`src/rtl/apb_slave_mem_if.sv`:
```
// APB3/APB4 completer bus bundle: request signals from the master, response from the completer.
interface apb_slave_mem_if #(
  parameter int ADDR_W = 32,
  parameter int DATA_W = 32
);
  logic [ADDR_W-1:0]   PADDR;
  logic                PSEL;
  logic                PENABLE;
  logic                PWRITE;
  logic [DATA_W-1:0]   PWDATA;
  logic [2:0]          PPROT;
  logic [DATA_W/8-1:0] PSTRB;
  logic [DATA_W-1:0]   PRDATA;
  logic                PREADY;
  logic                PSLVERR;

  modport master (
    output PADDR, PSEL, PENABLE, PWRITE, PWDATA, PPROT, PSTRB,
    input  PRDATA, PREADY, PSLVERR
  );

  modport slave (
    input  PADDR, PSEL, PENABLE, PWRITE, PWDATA, PPROT, PSTRB,
    output PRDATA, PREADY, PSLVERR
  );
endinterface

```
`src/rtl/apb_slave_mem.sv`:
```
// APB completer backed by a word-addressed register memory with optional wait states,
// byte-strobe writes and SLVERR for out-of-range, misaligned or privilege-violating accesses.
module apb_slave_mem #(
  parameter int              ADDR_W      = 32,
  parameter int              DATA_W      = 32,
  parameter int              DEPTH       = 16,
  parameter logic [ADDR_W-1:0] BASE_ADDR = '0,
  parameter int              WAIT_CYCLES = 0,
  parameter bit              APB4        = 1'b1
) (
  input  logic              PCLK,
  input  logic              PRESET,
  apb_slave_mem_if.slave    apb
);

  localparam int STRB_W = DATA_W / 8;
  localparam int LSB    = $clog2(STRB_W);
  localparam int IDX_W  = $clog2(DEPTH);

  typedef enum logic [1:0] {IDLE, WAIT, READY} state_t;

  state_t              r_state;
  state_t              w_state_next;
  logic [3:0]          r_cnt;
  logic [3:0]          w_cnt_next;
  logic [IDX_W-1:0]    r_idx;
  logic                r_write;
  logic                r_err;
  logic [DATA_W-1:0]   r_wdata;
  logic [STRB_W-1:0]   r_strb;
  logic [DATA_W-1:0]   r_prdata;
  logic                r_pready;
  logic                r_pslverr;
  logic [DATA_W-1:0]   r_mem [DEPTH];

  logic                w_setup;
  logic                w_complete;
  logic [ADDR_W-1:0]   w_offset;
  logic [IDX_W-1:0]    w_idx;
  logic                w_below;
  logic                w_oob;
  logic                w_misal;
  logic                w_rd_strb_err;
  logic                w_priv_err;
  logic                w_err;
  logic [STRB_W-1:0]   w_strb;
  logic                w_load;
  logic [IDX_W-1:0]    w_load_idx;
  logic                w_load_err;
  logic                w_load_wr;
  logic                w_commit;
  logic [DATA_W-1:0]   w_bmask;
  logic                w_unused_prot;

  assign w_setup    = apb.PSEL && !apb.PENABLE;
  assign w_complete = apb.PSEL && apb.PENABLE;

  // Address decode and error classification, evaluated on the setup cycle only.
  assign w_offset      = apb.PADDR - BASE_ADDR;
  assign w_idx         = w_offset[LSB +: IDX_W];
  assign w_below       = apb.PADDR < BASE_ADDR;
  assign w_oob         = (w_offset >> (LSB + IDX_W)) != '0;
  assign w_misal       = (w_offset & ADDR_W'(STRB_W - 1)) != '0;
  assign w_rd_strb_err = APB4 && !apb.PWRITE && (apb.PSTRB != '0);
  assign w_priv_err    = APB4 && apb.PWRITE && (w_idx == '0) && !apb.PPROT[0];
  assign w_err         = w_below || w_oob || w_misal || w_rd_strb_err || w_priv_err;
  assign w_strb        = APB4 ? apb.PSTRB : '1;
  assign w_unused_prot = ^apb.PPROT[2:1];

  always_comb begin
    w_state_next = r_state;
    w_cnt_next   = r_cnt;
    case (r_state)
      IDLE: begin
        if (w_setup) begin
          if (WAIT_CYCLES == 0) begin
            w_state_next = READY;
          end else begin
            w_state_next = WAIT;
            w_cnt_next   = 4'(WAIT_CYCLES);
          end
        end
      end
      WAIT: begin
        if (!apb.PSEL) begin
          w_state_next = IDLE;
          w_cnt_next   = '0;
        end else if (r_cnt <= 4'd1) begin
          w_state_next = READY;
          w_cnt_next   = '0;
        end else begin
          w_cnt_next = r_cnt - 4'd1;
        end
      end
      READY: begin
        if (!apb.PSEL || apb.PENABLE) begin
          w_state_next = IDLE;
        end
      end
      default: begin
        w_state_next = IDLE;
        w_cnt_next   = '0;
      end
    endcase
  end

  // Response is captured on the edge that enters READY; with no wait states that is the setup edge itself.
  assign w_load     = (r_state != READY) && (w_state_next == READY);
  assign w_load_idx = (r_state == IDLE) ? w_idx         : r_idx;
  assign w_load_err = (r_state == IDLE) ? w_err         : r_err;
  assign w_load_wr  = (r_state == IDLE) ? apb.PWRITE    : r_write;

  always_ff @(posedge PCLK) begin
    if (PRESET) begin
      r_state   <= IDLE;
      r_cnt     <= '0;
      r_idx     <= '0;
      r_write   <= 1'b0;
      r_err     <= 1'b0;
      r_wdata   <= '0;
      r_strb    <= '0;
      r_prdata  <= '0;
      r_pready  <= 1'b0;
      r_pslverr <= 1'b0;
    end else begin
      r_state  <= w_state_next;
      r_cnt    <= w_cnt_next;
      r_pready <= (w_state_next == READY);
      if (r_state == IDLE && w_setup) begin
        r_idx   <= w_idx;
        r_write <= apb.PWRITE;
        r_err   <= w_err;
        r_wdata <= apb.PWDATA;
        r_strb  <= w_strb;
      end
      if (w_load) begin
        r_prdata  <= (w_load_err || w_load_wr) ? '0 : r_mem[w_load_idx];
        r_pslverr <= w_load_err;
      end else if (w_state_next != READY) begin
        r_prdata  <= '0;
        r_pslverr <= 1'b0;
      end
    end
  end

  generate
    for (genvar gi = 0; gi < STRB_W; gi++) begin : g_bmask
      assign w_bmask[gi*8 +: 8] = {8{r_strb[gi]}};
    end
  endgenerate

  assign w_commit = (r_state == READY) && w_complete && r_write && !r_err;

  always_ff @(posedge PCLK) begin
    if (PRESET) begin
      for (int i = 0; i < DEPTH; i++) begin
        r_mem[i] <= '0;
      end
    end else if (w_commit) begin
      r_mem[r_idx] <= (r_mem[r_idx] & ~w_bmask) | (r_wdata & w_bmask);
    end
  end

  assign apb.PRDATA  = r_prdata;
  assign apb.PREADY  = r_pready;
  assign apb.PSLVERR = r_pslverr;

endmodule

```
`src/flat_wrapper.sv`:
```
// flat-port wrapper written by rule: the top's interface ports become plain ports
module apb_slave_mem_flat 
#(
  parameter int              ADDR_W      = 32,
  parameter int              DATA_W      = 32,
  parameter int              DEPTH       = 16,
  parameter logic [ADDR_W-1:0] BASE_ADDR = '0,
  parameter int              WAIT_CYCLES = 0,
  parameter bit              APB4        = 1'b1
)
  (PCLK, PRESET, apb_PADDR, apb_PSEL, apb_PENABLE, apb_PWRITE, apb_PWDATA, apb_PPROT, apb_PSTRB, apb_PRDATA, apb_PREADY, apb_PSLVERR);
  apb_slave_mem_if #(.ADDR_W(ADDR_W), .DATA_W(DATA_W)) apb_i ();
  input  logic PCLK;
  input  logic PRESET;
  input wire logic [$bits(apb_i.PADDR)-1:0] apb_PADDR;
  input wire logic [$bits(apb_i.PSEL)-1:0] apb_PSEL;
  input wire logic [$bits(apb_i.PENABLE)-1:0] apb_PENABLE;
  input wire logic [$bits(apb_i.PWRITE)-1:0] apb_PWRITE;
  input wire logic [$bits(apb_i.PWDATA)-1:0] apb_PWDATA;
  input wire logic [$bits(apb_i.PPROT)-1:0] apb_PPROT;
  input wire logic [$bits(apb_i.PSTRB)-1:0] apb_PSTRB;
  output wire logic [$bits(apb_i.PRDATA)-1:0] apb_PRDATA;
  output wire logic [$bits(apb_i.PREADY)-1:0] apb_PREADY;
  output wire logic [$bits(apb_i.PSLVERR)-1:0] apb_PSLVERR;
  assign apb_i.PADDR = apb_PADDR;
  assign apb_i.PSEL = apb_PSEL;
  assign apb_i.PENABLE = apb_PENABLE;
  assign apb_i.PWRITE = apb_PWRITE;
  assign apb_i.PWDATA = apb_PWDATA;
  assign apb_i.PPROT = apb_PPROT;
  assign apb_i.PSTRB = apb_PSTRB;
  assign apb_PRDATA = apb_i.PRDATA;
  assign apb_PREADY = apb_i.PREADY;
  assign apb_PSLVERR = apb_i.PSLVERR;
  apb_slave_mem #(.ADDR_W(ADDR_W), .DATA_W(DATA_W), .DEPTH(DEPTH), .BASE_ADDR(BASE_ADDR), .WAIT_CYCLES(WAIT_CYCLES), .APB4(APB4)) u_core (.PCLK(PCLK), .PRESET(PRESET), .apb(apb_i));
endmodule
```
`config.mk`:
```
export PLATFORM = sky130hd
export DESIGN_NAME = apb_slave_mem_flat
export DESIGN_NICKNAME = d
export VERILOG_FILES = /design/src/rtl/apb_slave_mem_if.sv /design/src/rtl/apb_slave_mem.sv /design/src/flat_wrapper.sv
export SDC_FILE = /design/constraint.sdc
export NUM_CORES = 1
export LEC_CHECK = 0
export ABC_CLOCK_PERIOD_IN_PS = 2550
export CORE_ASPECT_RATIO = 1.75
export CORE_MARGIN = 2
export CORE_UTILIZATION = 45
export DETAILED_ROUTE_END_ITERATION = 7
export PLACE_DENSITY = 0.66
export SYNTH_ARGS = -nofsm -noshare
export SYNTH_HDL_FRONTEND = slang
export SYNTH_SLANG_ARGS = --single-unit
```
`constraint.sdc`:
```
create_clock -name PCLK -period 2.55 [get_ports PCLK]
set_input_delay 0.255 -clock PCLK [delete_from_list [all_inputs] [get_ports PCLK]]
set_output_delay 0.255 -clock PCLK [all_outputs]
set_load 0.05 [all_outputs]
```
# Word-level counts from Yosys, hierarchy flattened
# Memory sizes are Yosys's and may differ from the RTL's. A register that Yosys moved wholly into a read port is not among the register bits.
# Index checks and enable logic that the tools add are counted.
dict set report word_totals {
  register_bits 82
  ram_bits 512
  inputBits 76
  elab_cells 78
  mem_count 1
}
dict set report classes {
  n_addsub 1
  n_lt_le_gt_ge 2
  eq_ne 5
  mux 26
  bitwise_logic 4
  n_reduce_logical 29
}
# memory depth word_bits rd rd_clocked_by_memory_dff write_ports line
set memory_table {}
lappend memory_table {u_core.r_mem 16 32 2 1 16 apb_slave_mem.sv:34} ;# logic [DATA_W-1:0] r_mem [DEPTH];
# operator n
set op_table {}
lappend op_table {{$mux W32} 4}
lappend op_table {{$and A32 B32 Y32} 2}
lappend op_table {{$reduce_bool A32 Y1} 2}
lappend op_table {{$lt A32 B1 Y1 const B} 1}
lappend op_table {{$not A32 Y32} 1}
lappend op_table {{$or A32 B32 Y32} 1}
lappend op_table {{$reduce_or A32 Y1} 1}
lappend op_table {{$mux W4} 6}
lappend op_table {{$logic_and A1 B1 Y1} 10}
lappend op_table {{$mux W1} 10}
lappend op_table {{$mux W2} 4}
lappend op_table {{$pmux W4 S2} 1}
lappend op_table {{$logic_or A1 B1 Y1} 6}
lappend op_table {{$pmux W2 S3} 1}
lappend op_table {{$logic_not A1 Y1} 5}
lappend op_table {{$eq A2 B2 Y1 const B} 2}
lappend op_table {{$le A4 B1 Y1 const B} 1}
lappend op_table {{$logic_not A4 Y1} 1}
lappend op_table {{$ne A2 B2 Y1 const B} 2}
lappend op_table {{$reduce_bool A4 Y1} 1}
lappend op_table {{$sub A4 B1 Y4 const B} 1}
lappend op_table {{$eq A2 B1 Y1 const B} 1}
lappend op_table {{$logic_not A2 Y1} 1}
lappend op_table {{$reduce_bool A2 Y1} 1}
lappend op_table {{$reduce_or A2 Y1} 1}

# Logic depth before layout (Yosys ltp)
# Gate-level depths: netlist of run 1.
dict set report logic_depth {
  word_depth 9
  ltp_mapped 10
  ltp_nobuf 7
}

# Worst setup path after synthesis of run 1
# Ideal clock, no wire load.
dict set report synth_timing {
  path_type {reg-to-reg}
  from {register u_core.r_state[0]}
  to {memory u_core.r_mem[12][0], enable pin}
  setup_ns 0.394
  arrival_time_ns 2.174
  required_time_ns 2.156
  path_slack_ns -0.018
  path_stages_with_launch 8
  path_buffers 1
  path_cell_list {dfxtp_1 buf_6 nor4bb_1 and3_1 nor2b_1 nor2b_1 nand3_1 nand2b_1}
}
# item line
set synth_lines {}
lappend synth_lines {{start: declaration} apb_slave_mem.sv:22} ;# state_t r_state;
lappend synth_lines {{start signal: assignment} apb_slave_mem.sv:126} ;# r_state <= w_state_next;
lappend synth_lines {{end: declaration} apb_slave_mem.sv:34}

# Final worst setup path of run 1
dict set report layout_timing {
  from {register u_core.r_state[1]}
  to {register u_core.r_prdata[24], in the netlist u_core.apb.PRDATA[24]}
}
dict set report layout_between {
  elab_chain_len 6
}
# item line
set layout_rtl {}
lappend layout_rtl {{parallel branches: the longest is 6 deep, another holds $mem_v2 Z16 W32} n/a}
lappend layout_rtl {{end signal: assignment} apb_slave_mem.sv:137} ;# r_prdata <= (w_load_err || w_load_wr) ? '0 : r_mem[w_load_idx];
lappend layout_rtl {{end: declaration} apb_slave_mem.sv:31} ;# logic [DATA_W-1:0] r_prdata;
# Several ways; the timed one is not identified.
# A chain may end at the register's enable or synchronous reset.

==> results of run 1 <==
-- final timing paths --
kind,cells past startpoint,startpoint,endpoint
worst max-delay path,8,u_core.r_state[1]$_SDFF_PP0_,u_core.apb.PRDATA[24]$_SDFFE_PP0P_
worst min-delay path,3,PRESET,u_core.r_state[1]$_SDFF_PP0_
worst max register to register,8,u_core.r_state[1]$_SDFF_PP0_,u_core.apb.PRDATA[24]$_SDFFE_PP0P_
worst min register to register,2,u_core.r_wdata[4]$_SDFFE_PP0P_,u_core.r_wdata[4]$_SDFFE_PP0P_
-- layout make-up --
class,count,area share
clock buffer,77,0.04381
clock inverter,21,0.007943
inverter,8,0.0008548
multi-input combinational,1719,0.3341
sequential,598,0.4870
tap,882,0.03141
timing repair buffer,279,0.09489
-- per-layer routing --
| layer | GRT usage | wire length [um] |
|---|---|---|
| met4 | 0.2065 | 7810 |
| met2 | 0.5167 | 51140 |
| met3 | 0.03305 | 8267 |
| met5 | 0 | 0 |
| met1 | 0.3376 | 33750 |
-- kinds of logic after synthesis --
family | after synthesis | share of synthesized area
compound gates | 351 | 0.07662
flops | 598 | 0.5736
fa+ha+maj | 2 | 0.0008395
simple gates | 1010 | 0.1376
mux | 356 | 0.1735
buf+inv | 225 | 0.03783
-- critical path, cell delays in order, from the launching register on --
cell and delay (ns):
dfxtp_1 0.47, buf_4 0.21, or2_1 0.31, o21ai_0 0.23
o21ai_4 0.20, buf_12 0.28, a21oi_1 0.08, nor4_1 0.42
a211oi_1 0.10
-- sequential cells by signal, indices dropped and copies added (netlist names), named ones only --
name,count
u_core.r_state,2
u_core.apb.PREADY,1
u_core.r_err,1
u_core.r_cnt,4
u_core.apb.PSLVERR,1
u_core.r_strb,4
u_core.r_wdata,32
u_core.apb.PRDATA,32
u_core.r_mem,512
u_core.r_idx,4
u_core.r_write,1
-- what timing repair did --
action / 4_1_cts / 5_1_grt
resized for setup: 0 / 1
endpoints found under the setup margin: 0 / 22
buffers inserted: 0 / 0
-- power by group through the flow --
stage	combinational, mW	clock [mW]	sequential [mW]
after floorplan	1.69	0	11.2
after global placement	2.74	0	11.3
after detailed placement	2.78	0	11.3
after CTS	2.79	8.56	11.1
after global routing	2.97	8.84	11.1
final	2.83	8.48	11.1
-- layout by cell type (no fill, tap or decap), types with 8 or more instances in the layout --
master / n
a211oi_1: 30
a21oi_1: 140
a22oi_1: 32
buf_12: 78
buf_4: 94
clkbuf_1: 14
clkbuf_16: 55
clkbuf_8: 8
clkdlybuf4s50_1: 106
dfxtp_1: 83
edfxtp_1: 512
mux2i_1: 223
mux4_2: 128
nand2_1: 335
nand2_2: 12
nand2b_2: 16
nor2_1: 532
nor2b_1: 12
nor3_1: 34
nor4_1: 39
o211ai_1: 33
o21ai_2: 33
o22ai_1: 59
==> summary.md, run 1 <==
| Metric | Value |
|---|---|
| Critical Path RT | `just over 3 ns` |
| Fmax | `408.6 MHz` |
| CTS root buf | `clkbuf_16` |
| Worst vdd ir | `0.4759 mV` |
| Critical path arrival | `around 3 ns` |
| Post-synthesis sequential area ratio | `0.5736` |
| CTS Sinks | `598` |
| Tmin final | `2.447 ns` |
| Pwr Total | `22.41 mW` |
| Sum Neg Setup Slack | `0 ns` |
| Main synth FF type | `edfxtp_1` |
| Seq cells post-synth | `598` |
| GPL Wtd Cong | `~0.89` |
| Vias in the first global route | `23420` |
| Hold slack | `0.02214 ns` |
| Max-slew violations | `0` |
| Die X | `198.5 um` |
| Cts bufs inserted | `52` |
| Pleak | `around 12 nW` |
| Layout cells sized above 1 | `0.1736` |
| Max_slew headroom | `0.3409` |
| Antenna Diode Count | `0` |
| Synth top cells by count | `nor2_1, edfxtp_1, nand2_1, mux2i_1, a21oi_1` |
| Row cnt | `between 100 and 150` |
| Post-Place Setup Slack | `-0.1705 ns` |
| Vias | `roughly 23000` |
| Full die area | `0.06839 sq mm` |
| Cell area after placement | `0.03331 sq mm` |
| Flop pwr share | `0.495` |
| Area of the multi-input gates | `0.01174 sq mm` |
| Die height | `344.4 um` |
| Largest net degree at the start of global routing | `46` |
| Psw | `5.599 mW` |
| RSZ-0062 raised after global routing | `false` |
| Post-Layout Cell Count | `3584` |
| Synth top area share | `0.5159` |
| Clock power share | `0.378` |
| Async S/R FF share, synth | `0` |
| Cell Pwr Density | `638.0 mW/mm^2` |
| PortBufs | `107` |
| FILL cells | `5538` |
| Largest area contributor in the netlist | `edfxtp_1` |
| H-Tree Level Count | `2` |
| Initial Util | `0.4552` |
| Combinational Power Share | `0.126` |
| Reg area | `0.01711 sq mm` |
| First-pass GRT wire length | `around 150000 um` |
| Dpl cells | `3486` |
| Core Area | `0.06547 sq mm` |
| Post-layout util | `0.5365` |
| DRC | `0` |
| Ys Warns | `0` |
| Final nets | `2736` |
| Drt first pass iters | `6` |
| Routed WL per cell | `28.17 um` |
| Distinct cells, synth | `between 50 and 60` |
| Initial antenna violation count | `0` |
| CTS Hold Bufs | `0` |
| Crit end category | `register` |
| Mapped cell area | `0.02980 sq mm` |
| Vias/cell | `around 6.3` |
| DRT Wirelength | `101000 um` |
| CTS max path bufs | `3` |
| FF-to-FF setup slack | `0.10 ns` |
| P_int | `16.81 mW` |
| DP Wirelength | `62790 um` |
| Setup crit start kind | `register` |
| CTS tree | `done` |
| Max-Cap Viols | `0` |
| CTS clk-pin slew, worst paths | `0.07 ns` |
| Avg Inst Size Synth | `about 12 sq um` |
| Design area | `0.03513 sq mm` |
| Largest cells by area after synthesis | `edfxtp_1, mux4_2, mux2i_1` |
| Net Count, Synth | `2620` |
| Cell with the most instances after synthesis | `nor2_1` |
| Tightest Hold Check Type | `primary input to register` |
| All-Layer GR Usage | `0.2954` |
| Layout Area Growth over Synthesis | `17.87%` |
| Skew final | `between 0.03 and 0.04 ns` |
| Number of synthesized flops with an enable pin | `512` |
| Final worst slack | `about 0.1 ns` |
| Status | `complete, no violations` |
| Final ANT Viol Nets | `0` |
| Total grt overflow | `0` |
| Worst-Skew Late Latency | `0.62 ns` |
| I/O pin count | `110` |
| Crit path max fanout | `32` |
| Synth Instances | `2542` |
| Worst slew pin tran | `0.9850 ns` |
| Initial DRC Count | `~2600` |
| Crit path kind | `register to register` |
| Final period utilization | `0.9597` |
| Sw frac | `0.2498` |
| Final setup vio count | `0` |
| Final Hold Fails | `0` |
Power figures use the tool's default switching activity.
==> inputs of run 2 (changes only) <==
ABC_CLOCK_PERIOD_IN_PS = unset   (was 2550)
CORE_UTILIZATION = 25   (was 45)
PLACE_DENSITY = 0.43   (was 0.66)
SLEW_MARGIN = 20   (was unset)
==> summary.md, run 2 (synthesized netlist as in run 1, its figures left out) <==
| Metric | Value |
|---|---|
| Max-Cap Viols | `0` |
| CP max-delay cell | `or3b_4` |
| Max-slew violations | `0` |
| Most common cell on crit path | `buf_4` |
| RSZ-0062 raised after global routing | `true` |
| Row cnt | `167` |
| Vias | `22020` |
| CTS Sinks | `between 500 and 600` |
| Setup crit start kind | `register` |
| Worst vdd ir | `0.5103 mV` |
| Reg with most FFs | `u_core.r_mem` |
| Total grt overflow | `0` |
| Drt first pass iters | `5` |
| Worst-Skew Late Latency | `0.66 ns` |
| Max_slew headroom | `0.2162` |
| Cts bufs inserted | `58` |
| Final period utilization | `0.9718` |
| Tmin final | `2.478 ns` |
| I/O pin count | `110` |
| Largest net degree at the start of global routing | `66` |
| Critical path arrival | `3.02 ns` |
| Final Hold Fails | `0` |
| Core Area | `0.1183 sq mm` |
| Die height | `460.8 um` |
| Die X | `265 um` |
| Largest stage delay, worst path | `0.44 ns` |
| DRT Wirelength | `117700 um` |
| Crit end category | `register` |
| Final nets | `~2800` |
| Pleak | `about 12 nW` |
| Worst slew pin tran | `1.171 ns` |
| CTS tree | `done` |
| CTS max path bufs | `3` |
| Most frequent cells in the layout | `nor2_1, edfxtp_1, nand2_1` |
| Full die area | `0.1221 sq mm` |
| Top sig layer | `met4` |
| CTS root buf | `clkbuf_16` |
| Post-layout util | `0.3082` |
| Vias/cell | `between 5 and 6` |
| Met3 routed WL | `5891 um` |
| DP Wirelength | `73980 um` |
| Fmax | `403.5 MHz` |
| Initial DRC Count | `about 1700` |
| Status | `complete, no violations` |
| Final ANT Viol Nets | `0` |
| Crit path kind | `register to register` |
| First-pass GRT wire length | `165400 um` |
| DRC | `0` |
| Pwr Total | `23.01 mW` |
| Post-Layout Cell Count | `4257` |
| Met2 WL | `~63000 um` |
| Final setup vio count | `0` |
| CTS clk-pin slew, worst paths | `0.07 ns` |
| Skew final | `0.02961 ns` |
| Leading cell type in the layout, fill and taps excluded | `nor2_1` |
| Dpl cells | `4147` |
| Setup bufs post-CTS | `0` |
| Cell Chain, Critical Path | `buf_4, or3b_4, nand2_8, mux2_2, o221ai_1, a2bb2oi_1, buf_4, o21ai_0` |
| Layout cells sized above 1 | `0.1839` |
| Met1 wire length | `44150 um` |
| GPL Wtd Cong | `roughly 0.81` |
| Initial antenna violation count | `1` |
| CTS Hold Bufs | `0` |
| Routed WL per cell | `around 28 um` |
| Tightest Hold Check Type | `primary input to register` |
| Vias in the first global route | `23070` |
| H-Tree Level Count | `2` |
| PortBufs | `~110` |
| Critical Path RT | `a little over 3 ns` |
| All-Layer GR Usage | `0.1901` |
| Cell Pwr Density | `631.2 mW/mm^2` |
| Crit path max fanout | `9` |
| Max reg flops | `a little over 500` |
| Initial Util | `0.2520` |
| Layout Area Growth over Synthesis | `22.29%` |
-- run 2: cell count changes in the layout (fill, tap and decap cells not counted), moves of 8 or more --
cell,change
o21ai_4,+11
o21ai_2,-9
buf_12,+9
clkinv_2,+8
buf_4,+10
-- run 2: final timing paths --
kind	slack, ns	start	depth (start not counted)	endpoint
hold / removal	0.06	PRESET	4	u_core.r_state[1]$_SDFF_PP0_
setup / recovery	0.07	u_core.r_state[0]$_SDFF_PP0_	8	u_core.apb.PRDATA[30]$_SDFFE_PP0P_
setup reg to reg	0.07	u_core.r_state[0]$_SDFF_PP0_	8	u_core.apb.PRDATA[30]$_SDFFE_PP0P_
hold reg to reg	0.48	u_core.r_wdata[21]$_SDFFE_PP0P_	2	u_core.r_wdata[21]$_SDFFE_PP0P_
-- run 2: per-stage QoR --
stage | area (sq um) | setup slack (ns) | hold WS (ns) | setup TNS (ns)
after floorplan | 29810 | 0.03652 | 0.3910 | 0
after global placement | 34410 | -0.2253 | 0.4675 | -34.95
after detailed placement | 34410 | -0.2256 | 0.4672 | -48.44
after CTS | 36300 | 0.009106 | 0.02344 | 0
after global routing | 36450 | -0.03687 | 0.04819 | -0.2540
final | 36450 | 0.07190 | 0.05627 | 0
-- run 2: what timing repair did --
| item | CTS | global route |
|---|---|---|
| resized for setup | 1 | 14 |
| endpoints found under the setup margin | 13 | 124 |
| cloned | 0 | 3 |
| pin swaps | 0 | 0 |
-- run 2: where the power goes --
part | internal (mW) | leakage (nW) | total, mW | switching, mW
Combinational | 1.16 | 5.45 | 2.99 | 1.83
Sequential | 10.9 | 5.98 | 11.1 | 0.212
Clock | 4.90 | 0.928 | 8.91 | 4.01
Total | 17.0 | 12.4 | 23.0 | 6.05
-- run 2: layout make-up --
class	instances	area (sq um)
inverter	8	30.03
sequential	598	17110
multi-input combinational	1721	11840
tap	1521	1903
clock inverter	32	290.3
fill	11940	81820
antenna	1	2.502
timing repair buffer	302	3680
clock buffer	74	1593
-- run 2: per-layer routing --
metal  up-vias  track usage
met5         -            0
met4         0      0.07032
met3       205      0.02496
met2       857       0.3618
met1     11340       0.2135
li1       9618            -
-- run 2: worst max-delay path: cells and delay by family, from the launching register on --
kind	cells	cell delay, ns
buffers and inverters	2	0.37
AO/OA/AOI/OAI	3	0.70
AND/OR/NAND/NOR	2	0.61
multiplexers	1	0.36
flip-flops	1	0.34
